**config.mk**
```make
export PLATFORM = sky130hd
export DESIGN_NAME = forward_hazard_unit
export DESIGN_NICKNAME = d
export VERILOG_FILES = /design/src/rtl/forward_hazard_unit_pkg.sv /design/src/rtl/forward_hazard_unit_fwd_select.sv /design/src/rtl/forward_hazard_unit.sv
export SDC_FILE = /design/constraint.sdc
export NUM_CORES = 1
export LEC_CHECK = 0
export CELL_PAD_IN_SITES_DETAIL_PLACEMENT = 1
export CELL_PAD_IN_SITES_GLOBAL_PLACEMENT = 1
export CORE_MARGIN = 2
export CORE_UTILIZATION = 34
export CTS_CLUSTER_DIAMETER = 50
export DETAILED_ROUTE_END_ITERATION = 10
export GPL_TIMING_DRIVEN = 1
export PLACE_DENSITY = 0.8
export SLEW_MARGIN = 30
export SYNTH_ARGS = -nofsm -noshare
export SYNTH_HDL_FRONTEND = slang
export SYNTH_SLANG_ARGS = --single-unit
```
**constraint.sdc**
```tcl
create_clock -name clk -period 1.6 [get_ports clk]
set_input_delay 0.32 -clock clk [delete_from_list [all_inputs] [get_ports clk]]
set_output_delay 0.32 -clock clk [all_outputs]
set_load 0.01 [all_outputs]
```
**src/rtl/forward_hazard_unit_pkg.sv**
```systemverilog
// Shared definitions for the EX-stage forwarding / load-use hazard unit.
// Forward-mux select codes and the hard-wired zero register index.
package forward_hazard_unit_pkg;

    typedef enum logic [1:0] {
        FWD_RF  = 2'b00,
        FWD_WB  = 2'b01,
        FWD_MEM = 2'b10
    } fwd_sel_e;

    localparam int REG_ZERO = 0;

endpackage

```
**src/rtl/forward_hazard_unit_fwd_select.sv**
```systemverilog
// Combinational forward-select for one source operand.
// The newer producer (currently in EX, landing in MEM) wins over the older one in MEM.
module fwd_select
    import forward_hazard_unit_pkg::*;
#(
    parameter int REG_W = 5
) (
    input  logic [REG_W-1:0] src,
    input  logic [REG_W-1:0] ex_dst,
    input  logic             ex_regwrite,
    input  logic [REG_W-1:0] mem_dst,
    input  logic             mem_regwrite,
    output logic [1:0]       code
);

    localparam logic [REG_W-1:0] ZERO_IDX = REG_W'(REG_ZERO);

    always_comb begin
        code = FWD_RF;
        if (ex_regwrite && (ex_dst != ZERO_IDX) && (ex_dst == src)) begin
            code = FWD_MEM;
        end else if (mem_regwrite && (mem_dst != ZERO_IDX) && (mem_dst == src)) begin
            code = FWD_WB;
        end
    end

endmodule

```
**src/rtl/forward_hazard_unit.sv**
```systemverilog
// Tracks in-flight destination info and produces registered EX forward selects,
// a combinational load-use stall request and a saturating stall counter.
module forward_hazard_unit
    import forward_hazard_unit_pkg::*;
#(
    parameter int REG_W = 5,
    parameter int CNT_W = 32
) (
    input  logic             clk,
    input  logic             rst_n,
    input  logic             id_valid,
    input  logic [REG_W-1:0] id_rs,
    input  logic [REG_W-1:0] id_rt,
    input  logic [REG_W-1:0] id_dst,
    input  logic             id_regwrite,
    input  logic             id_memread,
    input  logic             flush,
    output logic [1:0]       fwd_a,
    output logic [1:0]       fwd_b,
    output logic             stall,
    output logic [CNT_W-1:0] stall_cnt
);

    localparam logic [REG_W-1:0] ZERO_IDX = REG_W'(REG_ZERO);

    logic [REG_W-1:0] ex_dst;
    logic             ex_regwrite;
    logic             ex_memread;
    logic [REG_W-1:0] mem_dst;
    logic             mem_regwrite;
    logic             bubble;
    logic [1:0]       sel_a;
    logic [1:0]       sel_b;

    assign stall = id_valid && !flush && ex_memread && (ex_dst != ZERO_IDX) &&
                   ((ex_dst == id_rs) || (ex_dst == id_rt));

    assign bubble = flush || stall || !id_valid;

    fwd_select #(.REG_W(REG_W)) u_sel_a (
        .src          (id_rs),
        .ex_dst       (ex_dst),
        .ex_regwrite  (ex_regwrite),
        .mem_dst      (mem_dst),
        .mem_regwrite (mem_regwrite),
        .code         (sel_a)
    );

    fwd_select #(.REG_W(REG_W)) u_sel_b (
        .src          (id_rt),
        .ex_dst       (ex_dst),
        .ex_regwrite  (ex_regwrite),
        .mem_dst      (mem_dst),
        .mem_regwrite (mem_regwrite),
        .code         (sel_b)
    );

    // WB slot needs no storage: WB-vs-ID overlap is resolved by the write-first register file.
    always_ff @(posedge clk or negedge rst_n) begin
        if (!rst_n) begin
            ex_dst       <= '0;
            ex_regwrite  <= 1'b0;
            ex_memread   <= 1'b0;
            mem_dst      <= '0;
            mem_regwrite <= 1'b0;
            fwd_a        <= FWD_RF;
            fwd_b        <= FWD_RF;
            stall_cnt    <= '0;
        end else begin
            mem_dst      <= ex_dst;
            mem_regwrite <= ex_regwrite;
            if (bubble) begin
                ex_dst      <= '0;
                ex_regwrite <= 1'b0;
                ex_memread  <= 1'b0;
                fwd_a       <= FWD_RF;
                fwd_b       <= FWD_RF;
            end else begin
                ex_dst      <= id_dst;
                ex_regwrite <= id_regwrite;
                ex_memread  <= id_memread;
                fwd_a       <= sel_a;
                fwd_b       <= sel_b;
            end
            if (stall && (stall_cnt != '1)) begin
                stall_cnt <= stall_cnt + 1'b1;
            end
        end
    end

endmodule

```
Yosys cells after proc, flatten, opt, wreduce, memory -nomap -nowiden

Cells that the tools add are included.

Equal/unequal tests: 5
$add $sub $neg: 1
Muxes and demuxes: 9
Reductions and logical operators: 18

Operators with widths:

| cell                                           | count |
|---|---|
| adder 32 x 1 -> 32 bit (second input constant) | 1 |
| != test 32 bit (second input constant)         | 1 |
| equality test 5 bit                            | 4 |
| logical AND 1 bit                              | 11 |
| nonzero test 5 bit                             | 2 |
| two-way mux 2 bit                              | 4 |
| two-way mux 5 bit                              | 1 |
| two-way mux 1 bit                              | 4 |
| logical OR 1 bit                               | 3 |
| logical NOT 1 bit                              | 2 |

Output and inout port bits: 37
Logic and storage cells: 41
Register bits after elaboration: 49

Logic depth before layout (Yosys ltp)

Gate-level depths: netlist of the first run.

Depth in word-level cells: 8
Gate-level depth with buffers: 7

Modules after synthesis

Synthesis of the first run repeated with hierarchy kept, for this count alone.

Cell total of the unflattened synthesis: 235
Area, all modules: 2547.4 µm²

By module, submodules not included:

| module              | times used | area each (µm²) | cells each | seq. area each (µm²) |
|---|---|---|---|---|
| forward_hazard_unit | 1          | 2244.7          | 195        | 1226.2 |
| fwd_select          | 2          | 151.4           | 20         | 0.0 |

Worst setup path after synthesis of the first run

OpenSTA, ideal clock, no wires.

Kind: register -> register
Start: reg stall_cnt[0]
End: reg stall_cnt[1]
Path slack: -0.260 ns
Library setup time: 0.125 ns
Cell stages (with the launch flop): 7
Path buffers: 0
Data required time: 1.475 ns
Arrival: 1.735 ns
Clock period less this slack: 1.860 ns
Cell sequence: dfrtp_1 ha_1 nand3_1 nor4_2 nand3_1 nand2_1 mux2_2

Cells in the longest elaborated chain, start to end: 2
Elaborated cells between the ends (all ways): 3

Ends and longest elaborated chain:

| what                                                                           | RTL line                  | RTL |
|---|---|---|
| from (decl)                                                                    | forward_hazard_unit.sv:21 | `output logic [CNT_W-1:0] stall_cnt` |
| from (signal assigned)                                                         | forward_hazard_unit.sv:86 | `stall_cnt <= stall_cnt + 1'b1;` |
| parallel branches: the longest is 2 deep, another holds adder 32 x 1 -> 32 bit | n/a                       |  |

Parallel ways; which one is timed is not known.
A chain may end at the register's enable or synchronous reset.

Worst setup path in the final report of the first run

Start: in id_rs[2]
End: out stall

Cells in the longest elaborated chain, start to end: 3

Ends and longest elaborated chain:

| what                | RTL line                  | RTL |
|---|---|---|
| from (decl)         | forward_hazard_unit.sv:12 | `input logic [REG_W-1:0] id_rs,` |
| equality test 5 bit | forward_hazard_unit.sv:36 | `((ex_dst == id_rs) \|\| (ex_dst == id_rt));` |
| logical OR 1 bit    | forward_hazard_unit.sv:36 |  |
| logical AND 1 bit   | forward_hazard_unit.sv:35 | `assign stall = id_valid && !flush && ex_memread && (ex_dst != ZERO_IDX) &&` |
| to (decl)           | forward_hazard_unit.sv:20 | `output logic stall,` |

Every way passes these cells.

==> flow_summary.ini, run 1 <==
[global_routing]
grt_max_degree = 50
met3_usage_pct = 3.02
grt.overflow.total = 0
grt_pass1_vias = 2500
antenna_found_initial = 0
grt_usage_pct = 20.7
top_usage_layer = met2
grt_util_met1_pct = 25.9
use_met2_pct = 36.9
grt_pass1_wl_um = 12300

[setup_path]
critPathMaxStageDelay_ns = 0.44
worstPathMaxFanout = 2
crit_start = id_rs[2]
worst_setup_path_start_kind = input port
worstPathArrival_ns = 1.66
crit_type = input port to output pin
cp_cell_sequence = clkdlybuf4s50_1 > xor2_1 > nor3_2 > nand3_2 > a21oi_4 > buf_6
cp-end-kind = output pin
crit-reg2reg-launch = ex_dst[4]$_DFF_PN0_
critical_path.slowest_cell = clkdlybuf4s50_1
crit_required_ns = 1.28

[timing]
fin_skew_ns = 0.00995
slew_violations = 0
tightest_slew_ns = 0.504
setup_viol = 44
relSlewSlack_pct = 66.2
finalWorstSetupSlack_ns = -0.377
report.final.hold_viol_count = 0
min_period_ns = 1.98
fin_crit_sh_pct = 124
rsz0062_at_grt = true
max_freq_mhz = 506

[pwr]
vdd_drop_max_mv = 0.500
leakagePower_nw = 1.99
seqPwrFrac_pct = 49.3
p_comb_share_pct = 8.8
p_int_mw = 2.01
power.density_mw_per_mm2 = 637
pwr-share-clk_pct = 42.0
power_switching_mw = 0.568
sw_frac_of_total_pct = 22.1

[clocking]
cts.sinks = 49
clkLatencyLatePin_ns = 0.30
clkTransAtPathRegs_ns = 0.09
tritoncts = built
cts_root_buf = clkbuf_8
cts_htree_levels = 2
clk_path_buf_depth = 2
cts-buffers-inserted = 5

[routing]
vias = 2291
ant_nets = 0
vias_per_cell = 4.97
drc_errors = 0
drtIter0Drc = 57
wl_per_cell_um = 16.7
drtPass1Iterations = 4
wl_um = 7690

[die]
die_area_mm2 = 0.00776
row_count = 30
core_mm2 = 0.00683
floorplan.initialDensity_pct = 35.2
dieWidth_um = 88.1
fp.dieH_um = 88.1
io_pins = 58

[yosys]
synth_edf_count = 0
ys.warnings.count = 0
synth_area_leaders = dfrtp_1 (51%), xnor2_1 (13%), xor2_1 (4.7%)
syn_area_per_cell_um2 = 10.9
yosys.area.top_type = dfrtp_1
synth_area_mm2 = 0.00240
async_flop_share_pct = 100
ys.flop_type = dfrtp_1
ys_seq_area_share_pct = 51.0
synth_nets = 243
netlist_instances = 221
synth_cell_types = 37
synth.top_cell.area_share_pct = 51.0
synth_seq_cells = 49

[worst_hold_path]
worstHoldStart = ex_regwrite$_DFF_PN0_
hold_path_class = flip-flop to flip-flop

[final_layout]
drive_above_1_share_pct = 38.9
design_area_mm2 = 0.00404
diodes = 0
areaGrowthSynthToFinish_pct = 68.2
fin_util_pct = 59.2
fin_nets = 386

[run_status]
violations = setup timing
status = complete, but fails checks

[placed_design]
placed_area_mm2 = 0.00370
io_buffers = 57
place.gp.congestion = 0.783
dpl.hpwl_um = 5320

[flow_run]
cap_violations = 0
==> through the flow <==
stage               cells  hold slack (ns)  setup TNS [ns]  power (mW)  setup slack, ns
floorplan             221           0.0244           -2.53        1.35           -0.173
CTS                   459            0.410          -12.30        2.58           -0.405
finish                461            0.402          -11.86        2.57           -0.377
global placement      440            0.324          -30.25        1.48           -0.835
detailed placement    440            0.332          -31.73        1.49           -0.866
global route          461            0.429          -14.42        2.67           -0.417
==> cells in the final DEF, fill, tap and decap left out, drive strengths merged, types with 6 or more instances in the layout <==
| cell | instances |
|---|---|
| and3 | 6 |
| clkdlybuf4s50 | 21 |
| xnor2 | 36 |
| and2 | 8 |
| nand3 | 21 |
| nand4 | 18 |
| dlygate4sd2 | 31 |
| nor3 | 16 |
| xor2 | 13 |
| nand2 | 13 |
| buf | 84 |
| nor2 | 11 |
| dfrtp | 49 |
==> worst max-delay path: cells and delay by family <==
kind,cells,cell delay (ns)
buffers and inverters,2,0.57
AO/OA/AOI/OAI,1,0.23
AND/OR/NAND/NOR,2,0.34
XOR/XNOR,1,0.18
==> metal layers <==
layer / vias to the layer above / routed length (um)
li1: 1057 / -
met1: 1151 / 3270
met2: 70 / 4070
met3: 13 / 209
met4: 0 / 138
met5: - / 0
==> registers in the layout, indices dropped and copies added (netlist names) <==
register and count:
stall_cnt 32, ex_dst 5, mem_dst 5, fwd_a 2, fwd_b 2, ex_memread 1, ex_regwrite 1, mem_regwrite 1
==> Yosys cell counts (all sizes together), types with 2 or more instances <==
library cell / count
xnor2: 36
o21ai: 2
nand3: 21
nor2: 11
nand4: 18
xor2: 13
and4: 2
and3: 6
nor3: 16
buf: 3
mux2: 2
and2: 8
a21oi: 3
inv: 4
nand2: 13
dfrtp: 49
o2111ai: 2
==> kinds of logic after synthesis <==
| kind of cell | share of synthesized area [%] |
|---|---|
| mux | 0.937 |
| compound gates | 2.97 |
| simple gates | 24.9 |
| fa+ha+maj | 0.520 |
| flops | 51.0 |
| buf+inv | 1.82 |
| xor+xnor | 17.9 |
==> power groups by stage <==
stage	logic, mW	clock network (mW)	registers (mW)
after floorplan	0.0565	0	1.29
after global placement	0.187	0	1.29
after detailed placement	0.195	0	1.29
after CTS	0.214	1.10	1.27
after global routing	0.245	1.15	1.27
final	0.226	1.08	1.27
==> final timing paths <==
path,endpoint,slack (ns),cells after the start
setup / recovery,stall,-0.38,6
hold / removal,mem_regwrite$_DFF_PN0_,0.40,0
setup reg to reg,stall_cnt[24]$_DFFE_PN0P_,-0.35,7
hold reg to reg,mem_regwrite$_DFF_PN0_,0.40,0
max in group asynchronous,stall_cnt[4]$_DFFE_PN0P_,0.79,3
min in group asynchronous,mem_dst[4]$_DFF_PN0_,0.58,3
==> repair_timing <==
item	in CTS	in global routing
pin swaps	8	13
hold buffers	1	0
endpoints found under the setup margin	76	45
endpoints found under the hold margin	10	0
gates resized for setup	55	13
buffers inserted	10	2
==> area by class of cell <==
cell class / count / area (um2)
clock buffers: 5 / 68.8
clock inverters: 3 / 68.8
fillers: 758 / 2790
inverters: 4 / 15.0
multi-input cells: 164 / 1340
flip-flops and latches: 49 / 1230
well taps: 96 / 120
repair buffers: 140 / 1200
No activity file was read; power rests on OpenSTA's default activity.
==> inputs of run 2 (changes only) <==
ABC_AREA = 1   (was default)
PLACE_DENSITY = 0.82   (was 0.8)
==> run 2 against run 1 <==
The flow still finishes with violations (setup timing). Sequential share of layout area shrank 6.3 points. Register-to-register slack lost 0.04 ns. Largest cell class unchanged. Critical path type is now flip-flop to output pin. Cell area grew 27%. Clock skew grew 0.017 ns.
==> flow_summary.ini, run 2 <==
[run_status]
status = complete, but fails checks
violations = setup timing

[timing]
slew_violations = 0
fin_skew_ns = 0.0267
finalSetupTns_ns = -12.56
max_freq_mhz = 490
rsz0062_at_grt = true
fin_crit_sh_pct = 127
min_period_ns = 2.04
setup_viol = 44
tightest_slew_ns = 0.420
relSlewSlack_pct = 71.7
finalWorstSetupSlack_ns = -0.440
report.final.hold_viol_count = 0

[placed_design]
io_buffers = 57
placed_area_mm2 = 0.00431
dpl.hpwl_um = 7890
place.gp.congestion = 0.846

[yosys]
synthSimpleGateAreaFrac_pct = 40.3
ys.flop_type = dfrtp_1
yosys.area_share.adder_pct = 0.405
syn_area_per_cell_um2 = 7.10
synth_area_leaders = dfrtp_1 (40%), nand2_1 (20%), nor2_1 (8.4%)
ys.warnings.count = 0
synth_compound_area_share_pct = 4.46
synth_edf_count = 0
synthMostInstantiatedCell = nand2_1
synth_xor_area_share_pct = 7.65
ys_seq_area_share_pct = 39.7
async_flop_share_pct = 100
netlist_instances = 435
synth.top_cell.area_share_pct = 39.7
synthMuxAreaShare_pct = 0
synth_top_family_by_area = simple AND/OR/NAND/NOR gates
synth_area_mm2 = 0.00309
synth_seq_cells = 49
synth_nets = 457
yosys-top-cells-count = nand2_1 (163), nor2_1 (69), dfrtp_1 (49), inv_1 (42), nand3_1 (17)
synth_cell_types = 29
yosys.area.top_type = dfrtp_1

[final_layout]
largest_reg_flops = 32
drive_above_1_share_pct = 37.0
areaGrowthSynthToFinish_pct = 65.7
largest_register = stall_cnt
design_area_mm2 = 0.00512
mostFrequentLayoutCells = nand2_1 (121), buf_4 (81), nor2_1 (57), dfrtp_1 (41), inv_1 (37)
diodes = 0
reg_top3 = stall_cnt: 32 flops, ex_dst: 5 flops, mem_dst: 5 flops
fin_util_pct = 58.4
layout_commonest_cell = nand2_1
fin_nets = 618

[worst_hold_path]
hold_path_class = flip-flop to flip-flop
worstHoldStart = ex_regwrite$_DFF_PN0_
min_to = mem_regwrite$_DFF_PN0_
min_path_cells = 0

[routing]
ant_nets = 0
drtPass1Iterations = 7
vias_per_cell = 5.56
wl_um = 15700
vias = 3918
wl_per_cell_um = 22.3
drc_errors = 0
drtIter0Drc = 286

[die]
die_area_mm2 = 0.00986
io_pins = 58
core_mm2 = 0.00876
floorplan.initialDensity_pct = 35.3
fp.dieH_um = 99.3
dieWidth_um = 99.3
row_count = 34

[setup_path]
reg2reg_depth = 8
cp_cell_sequence = inv_2 > nand2_2 > nand2_2 > nor2_2 > nand3_2 > a21oi_2 > buf_4 > buf_6
worstPathArrival_ns = 1.72
reg2reg_slack_ns = -0.39
r2r-end = stall_cnt[2]$_DFFE_PN0P_
cp-end-kind = output pin
crit_required_ns = 1.28
critical_path.slowest_cell = dfrtp_1
crit_type = flip-flop to output pin
crit-reg2reg-launch = stall_cnt[18]$_DFFE_PN0P_
worstPathMaxFanout = 4
crit_top_cell = nand2_2
critPathMaxStageDelay_ns = 0.47
worst_setup_path_start_kind = flip-flop

[clocking]
cts.sinks = 49
clkTransAtPathRegs_ns = 0.09
tritoncts = built
clkLatencyLatePin_ns = 0.33
cts_root_buf = clkbuf_8
clk_path_buf_depth = 2
cts-buffers-inserted = 5
cts_htree_levels = 2

[pwr]
leakagePower_nw = 2.54
vdd_drop_max_mv = 0.377
power.density_mw_per_mm2 = 490

[global_routing]
grt_pass1_wl_um = 20600
grt.overflow.total = 0
antenna_found_initial = 0
grt_usage_pct = 26.3
grt_pass1_vias = 3974
grt_max_degree = 50

[flow_run]
cap_violations = 0
## run 2: logic make-up after synthesis
group,after synthesis
buffers and inverters,52
adder cells (fa/ha/maj),1
AO/OA/AOI/OAI,20
AND/OR/NAND/NOR,286
flip-flops,49
XOR/XNOR,27
## run 2: final cells by class
type	instances	area (um2)
fillers	1073	3640
inverters	44	173
well taps	108	135
clock buffers	7	96.3
repair buffers	162	1490
flip-flops and latches	49	1240
multi-input cells	334	1980
clock inverters	1	5.00
## run 2: routing by layer
metal	up-vias	track usage (%)	part of all wire (%)
li1	1666	-	-
met1	1926	32.4	38
met2	239	47.7	50
met3	87	3.87	6.4
met4	0	7.80	5.3
met5	-	0	0
## run 2: worst max path at each step
stage	from	end	slack, ns	cells past startpoint
after global routing	ex_dst[1]$_DFF_PN0_	stall	-0.51	8
after global placement	id_rs[0]	stall	-0.78	9
after floorplan	stall_cnt[0]$_DFFE_PN0P_	stall_cnt[2]$_DFFE_PN0P_	0.01	11
final	ex_dst[1]$_DFF_PN0_	stall	-0.44	8
after CTS	ex_dst[1]$_DFF_PN0_	stall	-0.34	8
after detailed placement	id_rs[3]	stall	-0.99	9
## run 2: power breakdown
group | leakage, nW | internal [mW] | switching (mW)
combinational | 1.82 | 0.165 | 0.174
sequential | 0.665 | 1.25 | 0.0226
clock | 0.0542 | 0.394 | 0.499
total | 2.54 | 1.81 | 0.695
## run 2: worst max-delay path: cells and delay by family (launching register included)
family,cells,cell delay (ns)
simple gates,4,0.40
flops,1,0.47
buf+inv,3,0.36
compound gates,1,0.18
## run 2: timing repair
| action | in CTS | in global routing |
|---|---|---|
| cloned | 4 | 2 |
| setup endpoints to repair | 76 | 46 |
| setup buffers | 25 | 15 |
| pin swaps | 12 | 21 |
| resized for setup | 78 | 107 |
| hold buffers | 0 | 1 |
| hold endpoints to repair | 0 | 7 |
## run 2: stage by stage
| stage | hold slack, ns | worst slack (ns) | power [mW] | cells |
|---|---|---|---|---|
| global route | 0.480 | -0.506 | 2.57 | 705 |
| floorplan | 0.0244 | 0.0108 | 1.37 | 435 |
| finish | 0.460 | -0.440 | 2.51 | 705 |
| CTS | 0.00269 | -0.343 | 2.40 | 699 |
| detailed placement | 0.338 | -0.991 | 1.53 | 662 |
| global placement | 0.337 | -0.782 | 1.52 | 662 |
